<file path="config.mk">
export PLATFORM = sky130hd
export DESIGN_NAME = tape_stream_reader
export DESIGN_NICKNAME = d
export VERILOG_FILES = /design/src/rtl/tape_stream_reader.sv
export SDC_FILE = /design/constraint.sdc
export NUM_CORES = 1
export LEC_CHECK = 0
export CORE_ASPECT_RATIO = 0.6
export CORE_MARGIN = 2
export CORE_UTILIZATION = 45
export DETAILED_ROUTE_END_ITERATION = 10
export PLACE_DENSITY = 0.71
export SLEW_MARGIN = 20
export SYNTH_ARGS = -nofsm -noshare
export SYNTH_HDL_FRONTEND = slang
export SYNTH_SLANG_ARGS = --single-unit
</file>
<file path="constraint.sdc">
create_clock -name clk -period 2.65 [get_ports clk]
set_input_delay 0.53 -clock clk [delete_from_list [all_inputs] [get_ports clk]]
set_output_delay 0.53 -clock clk [all_outputs]
set_load 0.01 [all_outputs]
</file>
<file path="src/rtl/tape_stream_reader.sv">
// tape_stream_reader: streams a byte range of the tape image from the SDRAM
// controller's tape port into a small local FIFO. One request is kept in
// flight at a time, and the controller's toggle-acknowledge is tracked
// against a local copy of the last seen ack phase.
module tape_stream_reader #(
    parameter int DEPTH = 8,
    parameter int AW    = 23
) (
    input  logic          clk,
    input  logic          reset,
    input  logic          start,
    input  logic          abort,
    input  logic [AW-1:0] base_addr,
    input  logic [AW-1:0] length,
    output logic [AW-1:0] tape_addr,
    output logic          tape_rd,
    input  logic [7:0]    tape_dout,
    input  logic          tape_ack,
    input  logic          pop,
    output logic [7:0]    byte_out,
    output logic          byte_valid,
    output logic          busy,
    output logic          done
);

    localparam int PW = (DEPTH > 1) ? $clog2(DEPTH) : 1;
    localparam logic [PW:0] FULL = (PW+1)'(DEPTH);

    localparam logic [2:0] S_IDLE  = 3'd0;
    localparam logic [2:0] S_WAIT  = 3'd1;
    localparam logic [2:0] S_FETCH = 3'd2;
    localparam logic [2:0] S_DRAIN = 3'd3;
    localparam logic [2:0] S_DONE  = 3'd4;

    logic [2:0]    state, state_nxt;
    logic          ack_seen;
    logic          ack_evt;
    logic [AW-1:0] remaining;

    logic [7:0]    mem [DEPTH];
    logic [PW-1:0] wr_ptr, rd_ptr, rd_nxt;
    logic [PW:0]   count, count_ap;
    logic          pop_eff;
    logic [7:0]    head_nxt;

    logic          push, flush, load, advance, set_done, clr_done;

    // A toggle of tape_ack relative to the last seen phase marks a finished access.
    assign ack_evt = (tape_ack != ack_seen);
    // Request drops in the ack cycle so the controller never re-issues the read.
    assign tape_rd = (state == S_FETCH) && !ack_evt;
    assign busy    = (state == S_WAIT) || (state == S_FETCH) || (state == S_DRAIN);

    assign byte_valid = (count != '0);
    assign pop_eff    = pop && (count != '0);
    assign count_ap   = count - {{PW{1'b0}}, pop_eff};
    assign rd_nxt     = rd_ptr + PW'(pop_eff);

    // Next-state and control strobes; abort takes priority over start.
    always_comb begin
        state_nxt = state;
        push      = 1'b0;
        flush     = 1'b0;
        load      = 1'b0;
        advance   = 1'b0;
        set_done  = 1'b0;
        clr_done  = 1'b0;
        case (state)
            S_IDLE, S_DONE: begin
                if (abort && state == S_DONE) begin
                    flush     = 1'b1;
                    clr_done  = 1'b1;
                    state_nxt = S_IDLE;
                end else if (start && !abort) begin
                    flush    = 1'b1;
                    load     = 1'b1;
                    clr_done = 1'b1;
                    if (length == '0) begin
                        set_done  = 1'b1;
                        state_nxt = S_DONE;
                    end else begin
                        state_nxt = S_WAIT;
                    end
                end
            end
            S_WAIT: begin
                if (abort) begin
                    flush     = 1'b1;
                    clr_done  = 1'b1;
                    state_nxt = S_IDLE;
                end else if (remaining == '0) begin
                    set_done  = 1'b1;
                    state_nxt = S_DONE;
                end else if (count_ap < FULL) begin
                    state_nxt = S_FETCH;
                end
            end
            S_FETCH: begin
                if (ack_evt && abort) begin
                    // Access completed in the abort cycle: nothing left to drain.
                    flush     = 1'b1;
                    state_nxt = S_IDLE;
                end else if (ack_evt) begin
                    push      = 1'b1;
                    advance   = 1'b1;
                    state_nxt = S_WAIT;
                end else if (abort) begin
                    state_nxt = S_DRAIN;
                end
            end
            S_DRAIN: begin
                if (ack_evt) begin
                    flush     = 1'b1;
                    state_nxt = S_IDLE;
                end
            end
            default: state_nxt = S_IDLE;
        endcase
    end

    // Head byte presented next cycle, accounting for this cycle's pop and push.
    always_comb begin
        head_nxt = byte_out;
        if (push && count_ap == '0)
            head_nxt = tape_dout;
        else if (count_ap != '0)
            head_nxt = mem[rd_nxt];
    end

    // State, done flag and ack phase tracking.
    always_ff @(posedge clk or posedge reset) begin
        if (reset) begin
            state    <= S_IDLE;
            done     <= 1'b0;
            ack_seen <= 1'b0;
        end else begin
            state <= state_nxt;
            if (set_done)
                done <= 1'b1;
            else if (clr_done)
                done <= 1'b0;
            if (state == S_IDLE || state == S_DONE || ack_evt)
                ack_seen <= tape_ack;
        end
    end

    // Stream address and remaining byte count.
    always_ff @(posedge clk or posedge reset) begin
        if (reset) begin
            tape_addr <= '0;
            remaining <= '0;
        end else if (load) begin
            tape_addr <= base_addr;
            remaining <= length;
        end else if (advance) begin
            tape_addr <= tape_addr + AW'(1);
            remaining <= remaining - AW'(1);
        end
    end

    // FIFO pointers, occupancy and registered head byte.
    always_ff @(posedge clk or posedge reset) begin
        if (reset) begin
            wr_ptr   <= '0;
            rd_ptr   <= '0;
            count    <= '0;
            byte_out <= '0;
        end else if (flush) begin
            wr_ptr <= '0;
            rd_ptr <= '0;
            count  <= '0;
        end else begin
            if (push)
                wr_ptr <= wr_ptr + PW'(1);
            rd_ptr   <= rd_nxt;
            count    <= count_ap + {{PW{1'b0}}, push};
            byte_out <= head_nxt;
        end
    end

    // FIFO storage; contents need no reset since occupancy gates visibility.
    always_ff @(posedge clk) begin
        if (push)
            mem[wr_ptr] <= tape_dout;
    end

endmodule

</file>
==> qor.log, run 1 <==
[outcome] result of the run finished, violations left
[outcome] violations in the final reports negative setup slack
[clocking] insertion delay of the later-clocked pin in the worst-skew pair 0.42 ns
[setup_path] buffering stage count on the worst path with inverters included 0
[finish] ANT cells 0
[global_route] initial antenna violation count 0
[logic_synthesis] simple-gate area share of the yosys netlist 16.7%
[routing] wirelength, routed 17700 microns
[setup_path] Critical-path top delay cell sky130_fd_sc_hd__or4_4
[sta] final setup margin -0.00726 ns
[die] Starting Density 46.8%
[placement] buffers added on ports 94
[sta] Slew Viols, Final 0
[flow_run] maximum capacitance violations 0
[finish] Post-Layout Cell Count 898
[die] y dimension of the die 97.1 microns
[setup_path] Top Family by Delay on Critical Path simple AND/OR/NAND/NOR gates
[logic_synthesis] post-synth net total 627
[setup_path] cell-by-cell listing of the critical path or4_4 -> and2_4 -> ha_4 -> ha_4 -> nor2_2 -> a21oi_4 -> o41a_4 -> mux2_4 -> a2bb2oi_2
[sta] clock period minus worst slack 2.66 ns
[setup_path] Largest stage delay, worst path 0.53 ns
[routing] vias post-DR 5177
[placement] Placed Cells 860
[die] I/O pin total 95
[setup_path] CP Launch Type flop
[die] Die Area 15400 sq um
[placement] Detailed Place HPWL 12400 microns
[logic_synthesis] post-synthesis cell type count 52
[setup_path] category of the most critical setup path reg -> reg
[logic_synthesis] Compound-Gate Fraction of Synth Area 10.1%
[sta] Slew @ Worst Pin 0.975 ns
[logic_synthesis] Yosys Warn Count 0
[die] horizontal die dimension 159 microns
[logic_synthesis] sequential-to-total area share from yosys stat 56.2%
[sta] highest achievable clock rate 0.376 GHz
[setup_path] Worst Setup End Kind flop
[pwr] peak ir drop on the vdd network 503 uV
[clocking] maximum buffer depth of the clock tree 2
[global_route] first-pass GRT wire length 28500 microns
[finish] Sequential Area 3650 sq um
[routing] count of nets left with antenna violations after detail routing 0
[sta] setup repair after global routing missed its margin true
[finish] Area growth syn-to-layout 35.3%
[global_route] vias in the first global route 5166
[sta] count of endpoints failing setup in the final report 1
[pwr] leakage power 3.27 nW
[logic_synthesis] average instance area after synthesis 11.7 sq um
[setup_path] worst path required time 2.98 ns
[logic_synthesis] post-synthesis instance area 6490 sq um
[sta] Total Negative Setup Slacks -0.00726 ns
[logic_synthesis] adder-cell share of the synthesized area 1.93%
[routing] drc violations 0
[finish] number of nets at the end of the flow 763
[logic_synthesis] number of flip-flops and latches in the synthesized netlist 133
[routing] DR pass1 iterations 4
[finish] share of cells above drive strength 1 20.0%
[clocking] clock sinks 133
[logic_synthesis] EDFF count, synth 64
[logic_synthesis] main combinational cell family by area after synthesis simple AND/OR/NAND/NOR gates
[pwr] total power 9.68 mW
[logic_synthesis] synthesized instance count 557
[sta] final worst-path cycle share 100%
[sta] headroom to the max-slew limit 34.8%
[setup_path] CP dominant cell by count sky130_fd_sc_hd__ha_4
[logic_synthesis] main area contributors after synthesis sky130_fd_sc_hd__edfxtp_1, sky130_fd_sc_hd__dfrtp_1, sky130_fd_sc_hd__mux4_2
[clocking] total clock buffers created by CTS 17
[logic_synthesis] area fraction of the dominant cell type after synthesis 29.6%
[placement] pre-CTS setup slack -0.372 ns
[logic_synthesis] cell type contributing the most total cell area after synthesis sky130_fd_sc_hd__edfxtp_1
[logic_synthesis] most common flop cell mapped by yosys sky130_fd_sc_hd__dfrtp_1
[logic_synthesis] mux contribution to synthesized area 8.96%
[clocking] clock-pin slew on the worst setup and hold paths 0.06 ns
[logic_synthesis] XOR/XNOR share of the synthesized area 3.37%
[finish] multi-input gate area in the final layout 2870 sq um
[die] area inside the core boundary 13900 sq um
[placement] weighted congestion reported at the end of routability-driven placement 0.839
[global_route] total congestion overflow after global routing 0
[routing] drt first-iter violations 443
[setup_path] highest fanout seen on the critical path 5
[routing] post-detailed-route wirelength per cell 19.7 microns
[global_route] largest net degree at the start of global routing 57
[logic_synthesis] fraction of registers with async set or reset after synthesis 51.9%
[routing] average via count per standard cell 5.77
[clocking] depth of the CTS H-tree 4
[pwr] power density cells 1100 nW/um^2
[global_route] overall fraction of global-route tracks in use 23.7%
[sta] largest clock skew in the final design 0.0147 ns
[finish] # fillers 1045
[clocking] CTS tree built
[hold_path] Min-Delay Path Class reg -> reg
[clocking] Clock Tree Root sky130_fd_sc_hd__clkbuf_16
[die] site row count 33
[sta] final count of hold timing violations 0
[setup_path] crit path DAT 2.99 ns
==> cells in the final DEF (no fill, tap or decap), types with 3 or more instances in the layout <==
cell type | synthesis | routed
sky130_fd_sc_hd__ha_4 | 0 | 3
sky130_fd_sc_hd__or3_1 | 7 | 7
sky130_fd_sc_hd__nor2_1 | 34 | 33
sky130_fd_sc_hd__nand4_1 | 9 | 9
sky130_fd_sc_hd__mux4_2 | 16 | 16
sky130_fd_sc_hd__a221o_1 | 4 | 4
sky130_fd_sc_hd__a31oi_1 | 6 | 6
sky130_fd_sc_hd__mux2i_1 | 12 | 11
sky130_fd_sc_hd__dfrtp_1 | 69 | 69
sky130_fd_sc_hd__nor4_1 | 17 | 16
sky130_fd_sc_hd__inv_1 | 15 | 13
sky130_fd_sc_hd__and3_1 | 4 | 4
sky130_fd_sc_hd__xnor2_1 | 17 | 17
sky130_fd_sc_hd__nor3b_1 | 3 | 3
sky130_fd_sc_hd__and2_1 | 15 | 13
sky130_fd_sc_hd__xor2_1 | 8 | 7
sky130_fd_sc_hd__nor3_1 | 13 | 12
sky130_fd_sc_hd__clkinvlp_4 | 0 | 4
sky130_fd_sc_hd__o21ai_1 | 7 | 7
sky130_fd_sc_hd__mux2_2 | 8 | 5
sky130_fd_sc_hd__inv_6 | 0 | 6
sky130_fd_sc_hd__buf_4 | 0 | 46
sky130_fd_sc_hd__clkdlybuf4s50_1 | 0 | 94
sky130_fd_sc_hd__mux2_4 | 0 | 3
sky130_fd_sc_hd__nand3_1 | 30 | 30
sky130_fd_sc_hd__or4_1 | 8 | 7
sky130_fd_sc_hd__nand2b_1 | 3 | 3
sky130_fd_sc_hd__clkbuf_16 | 0 | 18
sky130_fd_sc_hd__o21ai_0 | 23 | 23
sky130_fd_sc_hd__a2bb2oi_2 | 0 | 7
sky130_fd_sc_hd__edfxtp_1 | 64 | 64
sky130_fd_sc_hd__o211ai_1 | 14 | 14
sky130_fd_sc_hd__buf_12 | 0 | 4
sky130_fd_sc_hd__nand2_1 | 56 | 56
sky130_fd_sc_hd__ha_1 | 10 | 7
sky130_fd_sc_hd__a21oi_1 | 12 | 11
sky130_fd_sc_hd__o311ai_0 | 8 | 8
==> path summary, 6_finish.rpt <==
kind                                      startpoint                        end  slack [ns]  cells after the start
setup / recovery                  count[1]$_DFF_PP0_    byte_out[6]$_DFFE_PP0P_      -0.007                      9
hold / removal             remaining[19]$_DFFE_PP0P_  remaining[19]$_DFFE_PP0P_        0.54                      1
setup reg to reg                  count[1]$_DFF_PP0_    byte_out[6]$_DFFE_PP0P_      -0.007                      9
hold reg to reg            remaining[19]$_DFFE_PP0P_  remaining[19]$_DFFE_PP0P_        0.54                      1
max in group asynchronous                      reset       state[2]$_DFFE_PP0P_        1.46                      3
min in group asynchronous                      reset       state[1]$_DFFE_PP0P_        0.57                      2
==> synth_stat cells (all sizes together), types with 10 or more instances <==
cell / count
dfrtp: 69
edfxtp: 64
nand2: 56
nor2: 34
nand3: 30
o21ai: 30
clkbuf: 23
nor4: 17
xnor2: 17
mux4: 16
and2: 15
inv: 15
o211ai: 14
nor3: 13
a21oi: 12
mux2i: 12
ha: 10
==> worst register-to-register path: cells and delay by family (launching register included) <==
family                   cells  cell delay [ns]
flip-flops                   1             0.38
multiplexers                 1             0.34
AND/OR/NAND/NOR              3             0.86
AO/OA/AOI/OAI                3             0.66
adder cells (fa/ha/maj)      2             0.34
==> layer usage <==
layer / global-route usage (%) / wire [microns] / vias to the layer above
li1: - / - / 2395
met4: 5.59 / 180 / 0
met3: 5.51 / 1330 / 14
met1: 37.1 / 8770 / 2559
met2: 33.2 / 7450 / 209
met5: 0 / 0 / -
==> sequential cells by signal, summed over array words and instances, names as in the netlist <==
signal     count
ack_seen       1
byte_out       8
count          4
done           1
mem           64
rd_ptr         3
remaining     23
state          3
tape_addr     23
wr_ptr         3
==> final cells by class <==
type | instances | area share, %
Clock buffer | 17 | 4.84
Clock inverter | 15 | 1.37
Inverter | 15 | 0.641
Multi-Input combinational cell | 379 | 32.6
Sequential cell | 133 | 41.5
Tap cell | 192 | 2.73
Timing Repair Buffer | 147 | 16.3
==> metrics by stage <==
| stage | util, % | cell area [sq um] | hold WS, ns |
|---|---|---|---|
| detailed placement | 57.7 | 8000 | 0.526 |
| CTS | 62.6 | 8680 | 0.537 |
| global placement | 57.7 | 8000 | 0.510 |
| finish | 63.3 | 8790 | 0.541 |
| global route | 63.3 | 8790 | 0.556 |
| floorplan | - | 6560 | 0.479 |
==> power by group <==
| part | internal, mW | switching, mW |
|---|---|---|
| logic | 2.36 | 1.93 |
| registers | 2.66 | 0.555 |
| clock network | 1.22 | 0.965 |
==> cell families after synthesis <==
| kind of cell | after synthesis |
|---|---|
| AO/OA/AOI/OAI | 95 |
| XOR/XNOR | 25 |
| adder cells (fa/ha/maj) | 10 |
| buffers and inverters | 46 |
| flip-flops | 133 |
| multiplexers | 37 |
| AND/OR/NAND/NOR | 211 |
==> what timing repair did <==
action                                  in CTS  in global routing
cloned                                       2                  1
gates resized for setup                     19                 11
pin swaps                                    4                  9
hold buffers                                 0                  0
endpoints found under the setup margin       8                  9
setup buffers                                0                  3
No activity file was read; power rests on OpenSTA's default activity.
==> run 2, diff against run 1 <==
--- a/config.mk
+++ b/config.mk
@@ -9,7 +9,8 @@
 export CORE_MARGIN = 2
 export CORE_UTILIZATION = 45
 export DETAILED_ROUTE_END_ITERATION = 10
-export PLACE_DENSITY = 0.71
+export DONT_BUFFER_PORTS = 1
+export REMOVE_ABC_BUFFERS = 1
 export SLEW_MARGIN = 20
 export SYNTH_ARGS = -nofsm -noshare
 export SYNTH_HDL_FRONTEND = slang
==> run 2 against run 1 <==
  * The flow still finishes with violations (negative setup slack)
  * Critical path depth unchanged
  * Maximum frequency down 0.88%
  * Sequential power up 4%
==> qor.log, run 2 (synthesis results as in run 1) <==
[clocking] total clock buffers created by CTS 17
[sta] Total Negative Setup Slacks -0.0441 ns
[sta] final count of hold timing violations 0
[global_route] first-pass GRT wire length 26800 microns
[sta] Slew Viols, Final 0
[routing] count of nets left with antenna violations after detail routing 0
[clocking] quantity of hold-fixing buffers added after cts 0
[global_route] overall fraction of global-route tracks in use 22.5%
[setup_path] crit path DAT 3.02 ns
[routing] drt first-iter violations 359
[routing] drc violations 0
[sta] largest clock skew in the final design 0.0109 ns
[finish] ANT cells 0
[routing] WL met1 8060 microns
[finish] number of nets at the end of the flow 662
[finish] flip-flop count of the largest register after layout 64
[sta] clock period minus worst slack 2.68 ns
[clocking] maximum buffer depth of the clock tree 2
[setup_path] Reg-to-Reg Start count[1]$_DFF_PP0_
[die] area inside the core boundary 13900 sq um
[setup_path] cell-by-cell listing of the critical path or4_4 -> and2_4 -> ha_4 -> ha_4 -> inv_2 -> o41a_1 -> buf_6 -> mux2_4 -> a2bb2oi_2
[finish] register with the most flip-flops mem
[setup_path] category of the most critical setup path reg -> reg
[placement] Placed Cells 763
[outcome] violations in the final reports negative setup slack
[setup_path] Critical-path top delay cell sky130_fd_sc_hd__or4_4
[finish] commonest cells after routing, fill and taps aside sky130_fd_sc_hd__dfrtp_1, sky130_fd_sc_hd__edfxtp_1, sky130_fd_sc_hd__nand2_1
[routing] metal2 WL 6730 microns
[clocking] depth of the CTS H-tree 4
[sta] Slew @ Worst Pin 1.08 ns
[routing] vias post-DR 4668
[die] I/O pin total 95
[global_route] vias in the first global route 4662
[setup_path] Critical Path End byte_out[2]$_DFFE_PP0P_
[setup_path] Largest stage delay, worst path 0.53 ns
[global_route] initial antenna violation count 0
[setup_path] CP dominant cell by count sky130_fd_sc_hd__ha_4
[routing] average via count per standard cell 5.86
[die] Die Area 15400 sq um
[finish] Largest regs mem x64, remaining x23, tape_addr x23
[placement] Detailed Place HPWL 11700 microns
[clocking] clock sinks 133
[finish] Post-Layout Cell Count 797
[routing] detailed-routed wire length on met3 1530 microns
[setup_path] worst path required time 2.99 ns
[pwr] power density cells 1150 nW/um^2
[sta] setup repair after global routing missed its margin true
[setup_path] endpoint of the lowest-slack register-to-register path byte_out[2]$_DFFE_PP0P_
[outcome] result of the run finished, violations left
[sta] highest achievable clock rate 0.373 GHz
[die] horizontal die dimension 159 microns
[global_route] largest net degree at the start of global routing 57
[routing] wirelength, routed 16400 microns
[die] Starting Density 46.8%
[setup_path] number of cells on the worst reg-to-reg path 9
[pwr] peak ir drop on the vdd network 394 uV
[clocking] CTS tree built
[placement] buffers added on ports 0
[placement] weighted congestion reported at the end of routability-driven placement 0.826
[routing] DR pass1 iterations 4
[sta] final setup margin -0.0308 ns
[setup_path] CP Launch Type flop
[hold_path] Min-Delay Path Class in -> async
[setup_path] highest fanout seen on the critical path 5
[pwr] leakage power 2.85 nW
[setup_path] reg-to-reg slack, setup -0.03 ns
[finish] share of cells above drive strength 1 21.2%
[clocking] clock-pin slew on the worst setup and hold paths 0.06 ns
[finish] utilization after layout 55.7%
[setup_path] buffering stage count on the worst path with inverters included 2
[routing] uppermost layer routed met4
[setup_path] launch point of the worst path count[1]$_DFF_PP0_
[sta] final worst-path cycle share 101%
[finish] Area growth syn-to-layout 18.9%
[placement] pre-CTS setup slack -0.170 ns
[placement] area of placed instances 6990 sq um
[clocking] Clock Tree Root sky130_fd_sc_hd__clkbuf_16
[die] y dimension of the die 97.1 microns
[setup_path] depth of the critical timing path with buffers and inverters included 9
[sta] headroom to the max-slew limit 27.7%
[finish] final instance area 7720 sq um
[flow_run] maximum capacitance violations 0
[global_route] total congestion overflow after global routing 0
[routing] post-detailed-route wirelength per cell 20.6 microns
[sta] count of endpoints failing setup in the final report 2
[setup_path] Worst Setup End Kind flop
[finish] most common cell after layout, fill and taps aside sky130_fd_sc_hd__dfrtp_1
[setup_path] Top Family by Delay on Critical Path simple AND/OR/NAND/NOR gates
[die] site row count 33
[clocking] insertion delay of the later-clocked pin in the worst-skew pair 0.42 ns
## run 2: changes by cell type in the layout (fill, tap and decap cells not counted), moves of 2 or more
cell                              change
sky130_fd_sc_hd__buf_4                -3
sky130_fd_sc_hd__o41a_4               -2
sky130_fd_sc_hd__inv_6                -2
sky130_fd_sc_hd__clkbuf_1             +2
sky130_fd_sc_hd__bufinv_16            +2
sky130_fd_sc_hd__clkdlybuf4s50_1     -94
## run 2: worst min path at each step
| stage | start | end | slack (ns) | depth (start not counted) |
|---|---|---|---|---|
| 2_1_floorplan | remaining[19]$_DFFE_PP0P_ | remaining[19]$_DFFE_PP0P_ | 0.48 | 1 |
| 3_3_place_gp | remaining[19]$_DFFE_PP0P_ | remaining[19]$_DFFE_PP0P_ | 0.51 | 1 |
| 3_5_place_dp | remaining[19]$_DFFE_PP0P_ | remaining[19]$_DFFE_PP0P_ | 0.52 | 1 |
| 4_1_cts | reset | tape_addr[13]$_DFFE_PP0P_ | 0.12 | 1 |
| 5_1_grt | tape_ack | ack_seen$_DFFE_PP0P_ | 0.13 | 0 |
| 6_report | reset | byte_out[4]$_DFFE_PP0P_ | 0.12 | 1 |
## run 2: repair_timing
| item | in CTS | in global routing |
|---|---|---|
| hold endpoints to repair | 0 | 0 |
| setup buffers | 1 | 1 |
| endpoints found under the setup margin | 9 | 9 |
| gates resized for setup | 17 | 11 |
| pin swaps | 9 | 3 |
## run 2: power breakdown
| group | switching (mW) | internal [mW] |
|---|---|---|
| logic | 1.53 | 1.70 |
| clock network | 0.922 | 1.40 |
| registers | 0.679 | 2.66 |
## run 2: per-layer routing
metal  up-vias  track usage, %
li1       2177               -
met3        11            8.07
met2       154            30.0
met4         0            5.73
met5         -               0
met1      2326            34.5
## run 2: cell type report
type | instances | area (sq um)
inverter | 15 | 56.3
clock inverter | 13 | 149
fill | 1199 | 6150
timing repair buffer | 47 | 394
tap | 192 | 240
multi-input combinational | 378 | 2800
sequential | 133 | 3650
clock buffer | 19 | 433
## run 2: metrics by stage
| step | power, mW | hold WS (ns) |
|---|---|---|
| finish | 8.89 | 0.117 |
| global route | 9.45 | 0.130 |
| CTS | 8.81 | 0.124 |
| detailed placement | 6.27 | 0.516 |
| global placement | 6.15 | 0.509 |
| floorplan | 5.24 | 0.479 |
